### src/rtl/pc_branch_fetch.sv
// Fetch-side PC stage: holds the PC, issues req/ready instruction reads, resolves
// "branch if a0 == 0" and feeds the downstream PC-select mux. Optional macro: PCU_TAKEN_CNT_EN.
module pc_branch_fetch #(
    parameter logic [15:0] RESET_VECTOR = 16'h0000,
    parameter logic [15:0] PC_STEP      = 16'd1
) (
    input  logic        clk,
    input  logic        rst,
    input  logic        stall,
    input  logic        branch_req,
    input  logic [15:0] branch_target,
    input  logic [15:0] a0_value,
    input  logic        imem_ready,
    input  logic [15:0] imem_rdata,
    output logic        imem_req,
    output logic [15:0] imem_addr,
    output logic [15:0] pc,
    output logic [15:0] instr,
    output logic        instr_valid,
    output logic [15:0] seq_pc,
    output logic [15:0] tgt_pc,
    output logic        mux_sel,
    output logic [15:0] taken_cnt
);

    typedef enum logic [1:0] {
        IDLE  = 2'd0,
        FETCH = 2'd1,
        STALL = 2'd2
    } state_t;

    state_t      state_reg;
    logic [15:0] pc_reg;
    logic [15:0] instr_reg;
    logic        instr_valid_reg;
    logic [15:0] tgt_pc_reg;
    logic        mux_sel_reg;
    logic        taken;

    assign taken     = branch_req && (a0_value == 16'h0000);
    assign seq_pc    = pc_reg + PC_STEP;
    assign imem_req  = (state_reg == FETCH);
    assign imem_addr = pc_reg;
    assign pc        = pc_reg;
    assign instr     = instr_reg;
    assign instr_valid = instr_valid_reg;
    assign tgt_pc    = tgt_pc_reg;
    assign mux_sel   = mux_sel_reg;

    always_ff @(posedge clk) begin
        if (rst) begin
            state_reg       <= IDLE;
            pc_reg          <= RESET_VECTOR;
            instr_reg       <= 16'h0000;
            instr_valid_reg <= 1'b0;
            tgt_pc_reg      <= 16'h0000;
            mux_sel_reg     <= 1'b0;
        end else begin
            instr_valid_reg <= 1'b0;
            case (state_reg)
                IDLE: state_reg <= stall ? STALL : FETCH;
                FETCH: begin
                    if (imem_ready) begin
                        // A taken branch in the same cycle squashes the returned word.
                        if (!taken) begin
                            instr_reg       <= imem_rdata;
                            instr_valid_reg <= 1'b1;
                        end
                        pc_reg <= seq_pc;
                    end
                    state_reg <= stall ? STALL : FETCH;
                end
                STALL: state_reg <= stall ? STALL : FETCH;
                default: state_reg <= IDLE;
            endcase
            if (branch_req) begin
                tgt_pc_reg  <= branch_target;
                mux_sel_reg <= taken;
            end
            // Placed last so a taken branch overrides the sequential increment.
            if (taken) begin
                pc_reg <= branch_target;
            end
        end
    end

`ifdef PCU_TAKEN_CNT_EN
    logic [15:0] taken_cnt_reg;

    always_ff @(posedge clk) begin
        if (rst) begin
            taken_cnt_reg <= 16'h0000;
        end else if (taken && (taken_cnt_reg != 16'hFFFF)) begin
            taken_cnt_reg <= taken_cnt_reg + 16'd1;
        end
    end

    assign taken_cnt = taken_cnt_reg;
`else
    assign taken_cnt = 16'h0000;
`endif

endmodule
### config.mk
export PLATFORM = sky130hd
export DESIGN_NAME = pc_branch_fetch
export DESIGN_NICKNAME = d
export VERILOG_FILES = /design/src/rtl/pc_branch_fetch.sv
export SDC_FILE = /design/constraint.sdc
export NUM_CORES = 1
export LEC_CHECK = 0
export ABC_AREA = 1
export BUFFER_PORTS_ARGS = -buffer_cell sky130_fd_sc_hd__buf_2
export CAP_MARGIN = 10
export CORE_ASPECT_RATIO = 0.7
export CORE_MARGIN = 2
export CORE_UTILIZATION = 42
export CTS_BUF_LIST = sky130_fd_sc_hd__clkbuf_8
export DETAILED_ROUTE_END_ITERATION = 6
export PLACE_DENSITY_LB_ADDON = 0.05
export RECOVER_POWER = 25
export SKIP_LAST_GASP = 1
export SLEW_MARGIN = 10
export SYNTH_ARGS = -nofsm -noshare
export SYNTH_HDL_FRONTEND = slang
export SYNTH_SLANG_ARGS = --single-unit
### constraint.sdc
create_clock -name clk -period 1.6 [get_ports clk]
set_clock_uncertainty 0.2 [all_clocks]
set_input_delay 0.4 -clock clk [delete_from_list [all_inputs] [get_ports clk]]
set_output_delay 0.4 -clock clk [all_outputs]
set_load 0.02 [all_outputs]
==> metrics.md <==
| Metric | Value |
|---|---|
| Run status | finished, violations left |
| Failing checks | negative setup slack |
| Clock Pin Slew Worst Setup and Hold Paths | 100 ps |
| Clock power frac | 31.4% |
| Cells after Synth | 405 |
| Final worst slack | -564 ps |
| Post-route ant nets | 0 |
| Sink Count | 52 |
| Synth Area in Adders | 0.445% |
| Vias/cell | 4.51 |
| Pwr dens | 594 nW/µm² |
| Leak | 2.29 nW |
| Skew-Pair Late Insertion Delay | 310 ps |
| Final critical-path share of the clock period | 135% |
| Syn_area_per_cell | 6.94 µm² |
| Slew Viols, Final | 0 |
| Post-Synth XOR/XNOR Area | 2.80% |
| Net Switching | 0.757 mW |
| Initial core utilization | 44.4% |
| Fin util | 69.1% |
| Die Height | 72.5 µm |
| Final Hold Viols | 0 |
| Area Overhead vs Synth | 55.7% |
| Final wirelength | 8350 µm |
| Vias in the first global route | 2617 |
| RD Place Congestion | 0.821 |
| Warning count from the yosys run | 0 |
| Layout cells sized above 1 | 50.3% |
| Drt first pass iters | 4 |
| Compound-Gate Fraction of Synth Area | 6.23% |
| Max-slew headroom | 54.1% |
| First-pass GRT wire length | 12600 µm |
| DIE WIDTH | 102 µm |
| # setup viols final | 44 |
| Worst Hold Class | input pin to flop |
| Internal power | 1.85 mW |
| Critical Path End Type | primary output |
| Post-synthesis sequential area ratio | 37.0% |
| Vias | 2990 |
| Dpl hpwl | 6260 µm |
| Synth Area in Simple Gates | 37.3% |
| Yosys cell types | 31 |
| Largest family of logic cells by synthesized area | simple AND/OR/NAND/NOR gates |
| Placed Area | 3900 µm² |
| Remaining DRCs | 0 |
| Worst slew pin tran | 689 ps |
| Final #Nets | 625 |
| Design Area, Final | 4380 µm² |
| Core area | 6340 µm² |
| Hold buffer count at CTS | 0 |
| Register bit count reported by yosys | 52 |
| Met3 Routed Length | 552 µm |
| Crit path DAT | 1560 ps |
| Row cnt | 24 |
| Unrepaired setup endpoints after global routing | yes |
| Combinational share of power | 16.6% |
| Clock Tree Root | clkbuf_8 |
| Met2 WL | 3710 µm |
| Die area | 7380 µm² |
| Initial antenna violation count | 0 |
| Worst EP required | 1000 ps |
| Max Cap Viol | 0 |
| Gr ovfl total | 0 |
| Fillers | 562 |
| Largest net degree at the start of global routing | 22 |
| Switching Fraction | 29.1% |
| Post-synthesis mux area share | 0% |
| Buffers on Ports | 135 |
| DR top layer | met4 |
| Setup CP Type | flop to primary output |
| CTS tree | yes |
| Clock buffer depth | 2 |
| Minimum clock period | 2160 ps |
| CTS Buf Count | 5 |
| Fmax achieved | 462 MHz |
| WL per Instance | 12.6 µm |
| Peak VDD IR | 0.564 mV |
| Tot GR Track Use | 21.9% |
| CP max FO | 4 |
| DRT iter0 DRCs | 110 |
| Io pins | 152 |
| Sequential Power Share | 52.1% |
| CP Launch Type | flop |
| Ant diodes | 0 |
| Mapped cell area | 2810 µm² |
| H-tree levels | 2 |
| Routed met1 length | 4040 µm |
[stage by stage]
stage	power [mW]	setup slack [ps]	TNS (ps)	hold slack (ps)	std cells
after floorplan	1.66	-235	-1080	263	420
after global placement	1.79	-283	-4800	247	643
after global routing	2.70	-654	-12580	41.3	663
after CTS	2.61	-562	-6600	51.2	657
after detailed placement	1.80	-313	-5610	255	643
final	2.60	-564	-9100	47.3	663
[placed cells by master, fill, tap and decap left out, drive strengths merged]
master / count
buf: 183
nor2: 96
nand2: 72
nand3: 54
dfxtp: 52
o21ai: 34
inv: 30
conb: 16
clkbuf: 14
xor2: 5
xnor2: 4
nor3: 4
nand4: 2
clkinv: 2
and2: 1
clkinvlp: 1
a21oi: 1
ha: 1
[power by group through the flow]
stage                     clock (mW)  sequential, mW  combinational, mW
after floorplan                    0            1.44              0.218
after CTS                      0.830            1.35              0.423
after global placement             0            1.38              0.413
after detailed placement           0            1.38              0.418
after global routing           0.867            1.36              0.473
final                          0.816            1.36              0.431
[final timing paths]
check,start,end,slack (ps),depth (start not counted)
setup reg to reg,imem_addr[0],imem_addr[4],-250,12
hold / removal,stall,state_reg[0],50,2
hold reg to reg,mux_sel,mux_sel,270,2
setup / recovery,imem_addr[0],seq_pc[12],-560,7
[logic make-up after synthesis]
| logic type | after synthesis |
|---|---|
| compound gates | 35 |
| xor+xnor | 9 |
| fa+ha+maj | 1 |
| buf+inv | 78 |
| flops | 52 |
| other cells | 1 |
| simple gates | 229 |
[synthesized netlist by cell type (all sizes together)]
library cell  count  area [µm²]
a21oi             1        5.00
and2              1        6.26
buf              42         315
clkbuf            5        18.8
clkinv            1        3.75
conb              1        3.75
dfxtp            52        1040
ha                1        12.5
inv              30         115
nand2            72         294
nand3            54         288
nand4             2        12.5
nor2             96         417
nor3              4        31.3
o21ai            34         170
xnor2             4        35.0
xor2              5        43.8
[timing repair]
| item | in CTS | in global routing |
|---|---|---|
| cloned | 0 | 1 |
| pin swaps | 17 | 15 |
| setup buffers | 6 | 5 |
| gates resized for setup | 42 | 41 |
| endpoints found under the setup margin | 17 | 49 |
[worst max-delay path, cell delays in order (launching register included)]
cell and delay (ps):
dfxtp_4 370, ha_4 150, nand3_4 80, nor2_4 130, nand2_2 90, nor2_4 150
xor2_4 160, buf_6 130
[layout make-up]
cell class                      count  area, µm²  area share (%)
Multi-Input combinational cell    290       1670            38.1
Timing Repair Buffer              191       1280            29.3
Sequential cell                    52       1090            24.9
Inverter                           31        125            2.86
Tap cell                           91        114            2.60
Clock buffer                        6       82.6            1.89
Clock inverter                      2       13.8           0.314
[per-layer routing]
layer  GRT usage, %  vias up
met4           4.00        0
met2           31.7       97
met1           33.7     1327
met3           4.53        5
met5              0        -
li1               -     1561
Power figures use the tool's default switching activity.
